--- src/rtl/retire_trace_buffer_pkg.sv ---
// Shared definitions for the retire trace buffer: FSM states, capture-mode codes,
// default geometry and the packed trace-entry layout.
package retire_trace_buffer_pkg;

  typedef enum logic [1:0] {
    ST_IDLE  = 2'd0,
    ST_ARMED = 2'd1,
    ST_POST  = 2'd2,
    ST_DONE  = 2'd3
  } trace_state_e;

  localparam logic [1:0] MODE_ALL     = 2'b00;
  localparam logic [1:0] MODE_REGW    = 2'b01;
  localparam logic [1:0] MODE_CTRL    = 2'b10;
  localparam logic [1:0] MODE_ALL_ALT = 2'b11;

  localparam int FLAGS_W    = 3;
  localparam int DEF_ADDR_W = 32;
  localparam int DEF_DATA_W = 32;
  localparam int DEF_REG_AW = 5;
  localparam int DEF_DEPTH  = 16;
  localparam int DEF_POST_W = 8;

  // Entry layout, MSB first: {pc, instruction, wr_data, wr_reg, reg_write, branch, jump}
  function automatic int entry_width(input int addr_w, input int data_w, input int reg_aw);
    return addr_w + 2 * data_w + reg_aw + FLAGS_W;
  endfunction

  function automatic logic mode_match(input logic [1:0] mode, input logic reg_write,
                                      input logic branch, input logic jump);
    logic m;
    m = 1'b1;
    case (mode)
      MODE_ALL:     m = 1'b1;
      MODE_REGW:    m = reg_write;
      MODE_CTRL:    m = branch | jump;
      MODE_ALL_ALT: m = 1'b1;
    endcase
    return m;
  endfunction

endpackage

--- src/rtl/retire_trace_buffer_if.sv ---
// Bundle of retire, configuration, status, drain and mirror-read signals of the trace buffer.
// The master side is the core/debugger, the slave side is the trace buffer.
interface retire_trace_buffer_if #(
  parameter int ADDR_W = 32,
  parameter int DATA_W = 32,
  parameter int REG_AW = 5,
  parameter int DEPTH  = 16,
  parameter int POST_W = 8
);
  localparam int CNT_W = $clog2(DEPTH) + 1;

  logic              retire_valid;
  logic [ADDR_W-1:0] pc;
  logic [DATA_W-1:0] instruction;
  logic              reg_write;
  logic [REG_AW-1:0] wr_reg;
  logic [DATA_W-1:0] wr_data;
  logic              branch;
  logic              jump;
  logic [1:0]        cfg_mode;
  logic              arm;
  logic [ADDR_W-1:0] trig_pc;
  logic [POST_W-1:0] post_count;
  logic [1:0]        state;
  logic              triggered;
  logic              overflow;
  logic [CNT_W-1:0]  count;
  logic              rd_valid;
  logic              rd_ready;
  logic [ADDR_W-1:0] rd_pc;
  logic [DATA_W-1:0] rd_instr;
  logic [DATA_W-1:0] rd_wdata;
  logic [REG_AW-1:0] rd_wreg;
  logic [2:0]        rd_flags;
  logic [REG_AW-1:0] shadow_addr;
  logic [DATA_W-1:0] shadow_data;

  modport master (
    output retire_valid, pc, instruction, reg_write, wr_reg, wr_data, branch, jump,
           cfg_mode, arm, trig_pc, post_count, rd_ready, shadow_addr,
    input  state, triggered, overflow, count, rd_valid, rd_pc, rd_instr, rd_wdata,
           rd_wreg, rd_flags, shadow_data
  );

  modport slave (
    input  retire_valid, pc, instruction, reg_write, wr_reg, wr_data, branch, jump,
           cfg_mode, arm, trig_pc, post_count, rd_ready, shadow_addr,
    output state, triggered, overflow, count, rd_valid, rd_pc, rd_instr, rd_wdata,
           rd_wreg, rd_flags, shadow_data
  );
endinterface

--- src/rtl/retire_trace_buffer_ring.sv ---
// Circular trace storage: push overwrites the oldest entry when full (sticky overflow),
// pop retires the oldest entry; clear empties the ring and drops the overflow flag.
module retire_trace_buffer_ring #(
  parameter int DEPTH   = 16,
  parameter int ENTRY_W = 104
) (
  input  logic                   clk,
  input  logic                   rst,
  input  logic                   clear_i,
  input  logic                   push_i,
  input  logic                   pop_i,
  input  logic [ENTRY_W-1:0]     push_entry_i,
  output logic [ENTRY_W-1:0]     rd_entry_o,
  output logic [$clog2(DEPTH):0] count_o,
  output logic                   overflow_o
);
  localparam int PTR_W = $clog2(DEPTH);
  localparam int CNT_W = PTR_W + 1;

  logic [ENTRY_W-1:0] mem_q [DEPTH];
  logic [PTR_W-1:0]   wr_ptr_q, wr_ptr_d, rd_ptr_q, rd_ptr_d;
  logic [CNT_W-1:0]   count_q, count_d;
  logic               overflow_q, overflow_d;
  logic               full;

  assign full = (count_q == CNT_W'(DEPTH));

  always_comb begin
    wr_ptr_d   = wr_ptr_q;
    rd_ptr_d   = rd_ptr_q;
    count_d    = count_q;
    overflow_d = overflow_q;
    if (clear_i) begin
      wr_ptr_d   = '0;
      rd_ptr_d   = '0;
      count_d    = '0;
      overflow_d = 1'b0;
    end else if (push_i) begin
      wr_ptr_d = wr_ptr_q + PTR_W'(1);
      if (full) begin
        rd_ptr_d   = rd_ptr_q + PTR_W'(1);
        overflow_d = 1'b1;
      end else begin
        count_d = count_q + CNT_W'(1);
      end
    end else if (pop_i && count_q != '0) begin
      rd_ptr_d = rd_ptr_q + PTR_W'(1);
      count_d  = count_q - CNT_W'(1);
    end
  end

  always_ff @(posedge clk or negedge rst) begin
    if (!rst) begin
      wr_ptr_q   <= '0;
      rd_ptr_q   <= '0;
      count_q    <= '0;
      overflow_q <= 1'b0;
    end else begin
      wr_ptr_q   <= wr_ptr_d;
      rd_ptr_q   <= rd_ptr_d;
      count_q    <= count_d;
      overflow_q <= overflow_d;
    end
  end

  always_ff @(posedge clk) begin
    if (push_i && !clear_i) begin
      mem_q[wr_ptr_q] <= push_entry_i;
    end
  end

  assign rd_entry_o = mem_q[rd_ptr_q];
  assign count_o    = count_q;
  assign overflow_o = overflow_q;
endmodule

--- src/rtl/retire_trace_buffer.sv ---
// Retire-trace capture unit: register-file mirror, capture FSM with mode filter,
// PC trigger and post-trigger count, feeding a circular buffer drained via valid/ready.
module retire_trace_buffer
  import retire_trace_buffer_pkg::*;
#(
  parameter int ADDR_W = DEF_ADDR_W,
  parameter int DATA_W = DEF_DATA_W,
  parameter int REG_AW = DEF_REG_AW,
  parameter int DEPTH  = DEF_DEPTH,
  parameter int POST_W = DEF_POST_W
) (
  input logic                  clk,
  input logic                  rst,
  retire_trace_buffer_if.slave bus
);
  localparam int ENTRY_W = entry_width(ADDR_W, DATA_W, REG_AW);
  localparam int CNT_W   = $clog2(DEPTH) + 1;
  localparam int NREG    = 2 ** REG_AW;

  trace_state_e      state_q, state_d;
  logic [POST_W-1:0] post_q, post_d;
  logic              trig_q, trig_d;
  logic              push, pop, clear;
  logic              qualify, hit, mirror_we, rd_valid;
  logic [ENTRY_W-1:0] push_entry, rd_entry;
  logic [CNT_W-1:0]  count;
  logic              overflow;
  logic [DATA_W-1:0] mirror_q [NREG];

  assign qualify    = bus.retire_valid && mode_match(bus.cfg_mode, bus.reg_write, bus.branch, bus.jump);
  assign hit        = bus.retire_valid && (bus.pc == bus.trig_pc);
  assign push_entry = {bus.pc, bus.instruction, bus.wr_data, bus.wr_reg,
                       bus.reg_write, bus.branch, bus.jump};
  assign rd_valid   = (state_q == ST_DONE) && (count != '0);

  // arm takes priority over any capture or pop in the same cycle
  always_comb begin
    state_d = state_q;
    post_d  = post_q;
    trig_d  = trig_q;
    push    = 1'b0;
    pop     = 1'b0;
    clear   = 1'b0;
    if (bus.arm) begin
      clear   = 1'b1;
      trig_d  = 1'b0;
      state_d = ST_ARMED;
    end else begin
      case (state_q)
        ST_IDLE: ;
        ST_ARMED: begin
          if (hit) begin
            push    = 1'b1;
            trig_d  = 1'b1;
            post_d  = bus.post_count;
            state_d = (bus.post_count == '0) ? ST_DONE : ST_POST;
          end else if (qualify) begin
            push = 1'b1;
          end
        end
        ST_POST: begin
          if (qualify) begin
            push   = 1'b1;
            post_d = post_q - POST_W'(1);
            if (post_q == POST_W'(1)) state_d = ST_DONE;
          end
        end
        ST_DONE: pop = rd_valid && bus.rd_ready;
      endcase
    end
  end

  always_ff @(posedge clk or negedge rst) begin
    if (!rst) begin
      state_q <= ST_IDLE;
      post_q  <= '0;
      trig_q  <= 1'b0;
    end else begin
      state_q <= state_d;
      post_q  <= post_d;
      trig_q  <= trig_d;
    end
  end

  // Register mirror tracks write-back in every state and is never cleared by arm
  assign mirror_we = bus.retire_valid && bus.reg_write && (bus.wr_reg != '0);

  always_ff @(posedge clk or negedge rst) begin
    if (!rst) begin
      for (int i = 0; i < NREG; i++) mirror_q[i] <= '0;
    end else if (mirror_we) begin
      mirror_q[bus.wr_reg] <= bus.wr_data;
    end
  end

  retire_trace_buffer_ring #(
    .DEPTH  (DEPTH),
    .ENTRY_W(ENTRY_W)
  ) u_ring (
    .clk         (clk),
    .rst         (rst),
    .clear_i     (clear),
    .push_i      (push),
    .pop_i       (pop),
    .push_entry_i(push_entry),
    .rd_entry_o  (rd_entry),
    .count_o     (count),
    .overflow_o  (overflow)
  );

  assign bus.state       = state_q;
  assign bus.triggered   = trig_q;
  assign bus.overflow    = overflow;
  assign bus.count       = count;
  assign bus.rd_valid    = rd_valid;
  assign {bus.rd_pc, bus.rd_instr, bus.rd_wdata, bus.rd_wreg, bus.rd_flags} = rd_entry;
  assign bus.shadow_data = (bus.shadow_addr == '0) ? '0 : mirror_q[bus.shadow_addr];
endmodule

--- src/flat_wrapper.sv ---
// flat-port wrapper written by rule: the top's interface ports become plain ports
module retire_trace_buffer_flat import retire_trace_buffer_pkg::*;
#(
  parameter int ADDR_W = DEF_ADDR_W,
  parameter int DATA_W = DEF_DATA_W,
  parameter int REG_AW = DEF_REG_AW,
  parameter int DEPTH  = DEF_DEPTH,
  parameter int POST_W = DEF_POST_W
)
  (clk, rst, bus_retire_valid, bus_pc, bus_instruction, bus_reg_write, bus_wr_reg, bus_wr_data, bus_branch, bus_jump, bus_cfg_mode, bus_arm, bus_trig_pc, bus_post_count, bus_rd_ready, bus_shadow_addr, bus_state, bus_triggered, bus_overflow, bus_count, bus_rd_valid, bus_rd_pc, bus_rd_instr, bus_rd_wdata, bus_rd_wreg, bus_rd_flags, bus_shadow_data);
  retire_trace_buffer_if #(.ADDR_W(ADDR_W), .DATA_W(DATA_W), .REG_AW(REG_AW), .DEPTH(DEPTH), .POST_W(POST_W)) bus_i ();
  input logic clk;
  input logic rst;
  input wire logic [$bits(bus_i.retire_valid)-1:0] bus_retire_valid;
  input wire logic [$bits(bus_i.pc)-1:0] bus_pc;
  input wire logic [$bits(bus_i.instruction)-1:0] bus_instruction;
  input wire logic [$bits(bus_i.reg_write)-1:0] bus_reg_write;
  input wire logic [$bits(bus_i.wr_reg)-1:0] bus_wr_reg;
  input wire logic [$bits(bus_i.wr_data)-1:0] bus_wr_data;
  input wire logic [$bits(bus_i.branch)-1:0] bus_branch;
  input wire logic [$bits(bus_i.jump)-1:0] bus_jump;
  input wire logic [$bits(bus_i.cfg_mode)-1:0] bus_cfg_mode;
  input wire logic [$bits(bus_i.arm)-1:0] bus_arm;
  input wire logic [$bits(bus_i.trig_pc)-1:0] bus_trig_pc;
  input wire logic [$bits(bus_i.post_count)-1:0] bus_post_count;
  input wire logic [$bits(bus_i.rd_ready)-1:0] bus_rd_ready;
  input wire logic [$bits(bus_i.shadow_addr)-1:0] bus_shadow_addr;
  output wire logic [$bits(bus_i.state)-1:0] bus_state;
  output wire logic [$bits(bus_i.triggered)-1:0] bus_triggered;
  output wire logic [$bits(bus_i.overflow)-1:0] bus_overflow;
  output wire logic [$bits(bus_i.count)-1:0] bus_count;
  output wire logic [$bits(bus_i.rd_valid)-1:0] bus_rd_valid;
  output wire logic [$bits(bus_i.rd_pc)-1:0] bus_rd_pc;
  output wire logic [$bits(bus_i.rd_instr)-1:0] bus_rd_instr;
  output wire logic [$bits(bus_i.rd_wdata)-1:0] bus_rd_wdata;
  output wire logic [$bits(bus_i.rd_wreg)-1:0] bus_rd_wreg;
  output wire logic [$bits(bus_i.rd_flags)-1:0] bus_rd_flags;
  output wire logic [$bits(bus_i.shadow_data)-1:0] bus_shadow_data;
  assign bus_i.retire_valid = bus_retire_valid;
  assign bus_i.pc = bus_pc;
  assign bus_i.instruction = bus_instruction;
  assign bus_i.reg_write = bus_reg_write;
  assign bus_i.wr_reg = bus_wr_reg;
  assign bus_i.wr_data = bus_wr_data;
  assign bus_i.branch = bus_branch;
  assign bus_i.jump = bus_jump;
  assign bus_i.cfg_mode = bus_cfg_mode;
  assign bus_i.arm = bus_arm;
  assign bus_i.trig_pc = bus_trig_pc;
  assign bus_i.post_count = bus_post_count;
  assign bus_i.rd_ready = bus_rd_ready;
  assign bus_i.shadow_addr = bus_shadow_addr;
  assign bus_state = bus_i.state;
  assign bus_triggered = bus_i.triggered;
  assign bus_overflow = bus_i.overflow;
  assign bus_count = bus_i.count;
  assign bus_rd_valid = bus_i.rd_valid;
  assign bus_rd_pc = bus_i.rd_pc;
  assign bus_rd_instr = bus_i.rd_instr;
  assign bus_rd_wdata = bus_i.rd_wdata;
  assign bus_rd_wreg = bus_i.rd_wreg;
  assign bus_rd_flags = bus_i.rd_flags;
  assign bus_shadow_data = bus_i.shadow_data;
  retire_trace_buffer #(.ADDR_W(ADDR_W), .DATA_W(DATA_W), .REG_AW(REG_AW), .DEPTH(DEPTH), .POST_W(POST_W)) u_core (.clk(clk), .rst(rst), .bus(bus_i));
endmodule
--- config.mk ---
export PLATFORM = sky130hd
export DESIGN_NAME = retire_trace_buffer_flat
export DESIGN_NICKNAME = d
export VERILOG_FILES = /design/src/rtl/retire_trace_buffer_pkg.sv /design/src/rtl/retire_trace_buffer_if.sv /design/src/rtl/retire_trace_buffer_ring.sv /design/src/rtl/retire_trace_buffer.sv /design/src/flat_wrapper.sv
export SDC_FILE = /design/constraint.sdc
export NUM_CORES = 2
export LEC_CHECK = 0
export ABC_CLOCK_PERIOD_IN_PS = 5250
export CORE_ASPECT_RATIO = 0.75
export CORE_MARGIN = 5
export CORE_UTILIZATION = 60
export DETAILED_ROUTE_END_ITERATION = 7
export GPL_TIMING_DRIVEN = 1
export PLACE_DENSITY_LB_ADDON = 0.25
export SLEW_MARGIN = 5
export SYNTH_ARGS = -nofsm -noshare
export SYNTH_HDL_FRONTEND = slang
export SYNTH_SLANG_ARGS = --single-unit
--- constraint.sdc ---
create_clock -name clk -period 5.25 [get_ports clk]
set_input_delay 0.525 -clock clk [delete_from_list [all_inputs] [get_ports clk]]
set_output_delay 0.525 -clock clk [all_outputs]
set_load 0.005 [all_outputs]
==> impl_metrics.csv <==
group,metric,value,unit
synth,postSynthAreaPerCell,18.2,um^2
worst_setup_path,slowest_delay,940,ps
sta,finClkSkew,28.0,ps
power_and_ir_drop,leakage,47.0,nW
synth,ys_top_cells_by_area,"edfxtp_1 (45%), dfrtp_1 (23%), mux2_2 (11%)",
clock_tree,clock-root-buffer,"clkbuf_16",
run_status,run_status,"finished clean",
worst_setup_path,crit_arrival,4320,ps
sta,rsz0062_at_grt,"false",
synth,synth-seq-cells,2713,
floorplanning,core_area,0.186,mm^2
clock_tree,clockBufferDepth,3,
route,vias_per_cell,6.59,
synth,post-synth-top-count-cell,"edfxtp_1",
placed_design,portBuffers,301,
worst_hold_path,hp-class,"in2async",
synth,synth_top_area_share,0.447,
floorplanning,ios,302,
synth,yosysUniqueCellTypes,62,
synth,syn-num-nets,6314,
worst_setup_path,slowest_stage,"dfrtp_4",
clock_tree,cts_buffers,240,
final_layout,drive_gt1_frac,0.347,
global_routing,grt_pass1_wl,414000,um
sta,fmax,0.206,GHz
route,drc,0,
sta,finalHoldViolCount,0,
global_routing,grt_overflow,0,
synth,yosys-top-cells-count,"edfxtp_1 (1664), mux2_2 (1096), dfrtp_1 (1049)",
route,firstDrtPassIters,6,
placed_design,dpl.hpwl,158000,um
synth,synth_area,0.112,mm^2
clock_tree,cts_max_level,4,
clock_tree,postCtsResizedCells,0,
synth,synth_top_cell_by_area,"edfxtp_1",
worst_setup_path,critPathKind,"reg2out",
clock_tree,clk-insertion-delay-late,860,ps
route,dr_total_vias,60200,
power_and_ir_drop,power_density,381,mW/mm^2
worst_setup_path,cp_max_fo,83,
placed_design,place_congestion,0.824,
run,drv_cap,0,
worst_setup_path,required,4720,ps
worst_setup_path,crit_path_end_kind,"output port",
synth,synth_enable_flop_cells,1664,
sta,period_share,0.923,
floorplanning,die_area,0.195,mm^2
worst_setup_path,crit_path_cell_trace,"nor2b_4 -> buf_12 -> a21oi_1 -> o21ai_0 -> nand2_1 -> clkdlybuf4s50_1",
clock_tree,tritoncts,"yes",
clock_tree,clock-sinks,2713,
global_routing,grt.total_usage,0.287,
power_and_ir_drop,vdd_ir_drop_max,312,uV
synth,ys_seq_area_frac,0.682,
global_routing,grt_max_degree,151,
synth,ys_warn_count,0,
sta,slew_violations,0,
power_and_ir_drop,total_power,48.3,mW
route,final_antenna_net_count,0,
clock_tree,post_cts_buffers,0,
worst_setup_path,crit_buf_inv,2,
route,drt-total-wl,278000,um
floorplanning,die_h,384,um
synth,synth_flop_cell,"edfxtp_1",
sta,worstMarginPinSlew,1220,ps
final_layout,area_growth,13.4,%
worst_setup_path,start_kind,"register",
global_routing,grt_pass1_vias,62100,
sta,relSlewSlack,0.185,
synth,ys_async_sr_fraction,0.387,
floorplanning,fp.dieW,508,um
sta,setup_tns,0,ps
final_layout,nets,6603,
sta,finalCriticalPeriod,4840,ps
route,wl_per_cell,30.4,um
worst_setup_path,worst_path_dominant_cell_family,"flip-flops",
final_layout,fillCellCount,11600,
route,drt_iter0_drc,7335,
clock_tree,clkSlewWorstSetupHoldPaths,70,ps
floorplanning,start_util,0.602,
sta,setup_viol,0,
floorplanning,row_count,137,
synth,synthCells,6142,
global_routing,antenna_found_initial,12,
[flip-flops by register name, summed over array words and instances (netlist names)]
| signal | flops |
|---|---|
| u_core.mirror_q | 1024 |
| u_core.u_ring.mem_q | 1664 |
| u_core.u_ring.count_o | 5 |
| u_core.u_ring.rd_ptr_q | 4 |
| u_core.bus.triggered | 1 |
| u_core.bus.state | 2 |
| u_core.u_ring.overflow_o | 1 |
| u_core.u_ring.wr_ptr_q | 4 |
| u_core.post_q | 8 |
[metal layers]
layer,share of wire,track usage,wire length [um],up-vias
met2,0.45,0.424,126000,2949
met3,0.097,0.0721,27000,425
met4,0.027,0.0770,7450,4
met1,0.42,0.434,117000,32100
li1,-,-,-,24800
met5,0.000086,0,24,-
[report_power, final]
part	total (mW)	switching, mW	internal [mW]
clock network	17.5	7.76	9.75
registers	24.6	0.660	23.9
logic	6.16	2.91	3.25
total	48.3	11.3	36.9
[path summary, 6_finish.rpt]
check                      slack, ps  depth (start not counted)                                   from                                   end
min in group clk                 370                          0      u_core.mirror_q[1011]$_DFFE_PN0P_     u_core.mirror_q[1011]$_DFFE_PN0P_
max in group asynchronous       3520                          3                                    rst      u_core.mirror_q[528]$_DFFE_PN0P_
min reg2reg                      370                          0      u_core.mirror_q[1011]$_DFFE_PN0P_     u_core.mirror_q[1011]$_DFFE_PN0P_
max reg2reg                     1330                         14        u_core.bus.state[1]$_DFFE_PN0P_  u_core.u_ring.count_o[4]$_DFFE_PN0P_
max                              410                          6  u_core.u_ring.rd_ptr_q[2]$_DFFE_PN0P_                      bus_rd_instr[10]
min                              290                          2                                    rst      u_core.mirror_q[826]$_DFFE_PN0P_
[cells by family (layout without fill, tap and decap cells)]
| family | after synthesis | in the layout | synth area share |
|---|---|---|---|
| compound gates | 572 | 572 | 0.0325 |
| xor+xnor | 25 | 25 | 0.00196 |
| fa+ha+maj | 16 | 16 | 0.00186 |
| buf+inv | 507 | 1000 | 0.0183 |
| flops | 2713 | 2713 | 0.682 |
| mux | 1981 | 1981 | 0.249 |
| other cells | 0 | 5 | 0 |
| simple gates | 328 | 328 | 0.0149 |
[repair_timing]
item                                   CTS  global route
hold buffers                             1             0
endpoints found under the hold margin   72             0
setup endpoints to repair                0             0
[cell type report]
class	count	area, um^2	share of cell area
flip-flops and latches	2713	76200	0.601
inverters	19	71.3	0.000562
repair buffers	535	5730	0.0452
multi-input cells	2922	33800	0.267
diodes	5	12.5	0.0000987
well taps	2502	3130	0.0247
clock buffers	312	6590	0.0520
clock inverters	134	1230	0.00967
[metrics by stage]
| stage | hold WS (ps) | setup WS [ps] | utilization | cell area [um^2] | instances |
|---|---|---|---|---|---|
| 2_1_floorplan | 229 | 420 | - | 112000 | 6142 |
| 3_3_place_gp | 360 | 613 | 0.641 | 119000 | 8690 |
| 3_5_place_dp | 363 | 554 | 0.641 | 119000 | 8690 |
| 4_1_cts | 291 | 410 | 0.683 | 127000 | 9137 |
| 5_1_grt | 325 | 240 | 0.683 | 127000 | 9140 |
| 6_report | 294 | 406 | 0.683 | 127000 | 9142 |
[cell usage in the layout, fill, tap and decap left out, types with 18 or more instances in the layout]
| cell | netlist | final |
|---|---|---|
| a21oi_1 | 116 | 116 |
| a221oi_1 | 104 | 104 |
| a22oi_1 | 105 | 105 |
| buf_12 | 0 | 76 |
| buf_4 | 4 | 158 |
| bufinv_16 | 0 | 19 |
| clkbuf_1 | 305 | 42 |
| clkbuf_16 | 0 | 241 |
| clkbuf_8 | 0 | 29 |
| clkdlybuf4s50_1 | 0 | 295 |
| clkinv_1 | 0 | 41 |
| clkinv_2 | 0 | 55 |
| dfrtp_1 | 1049 | 1045 |
| edfxtp_1 | 1664 | 1664 |
| inv_1 | 19 | 19 |
| mux2_2 | 1096 | 1096 |
| mux2i_1 | 349 | 349 |
| mux4_2 | 528 | 528 |
| nand2_1 | 129 | 117 |
| nand2b_1 | 18 | 18 |
| nor2_1 | 69 | 57 |
| o21ai_0 | 222 | 222 |
| xnor2_1 | 24 | 24 |
Note: power is estimated with default switching activity, not from simulation.
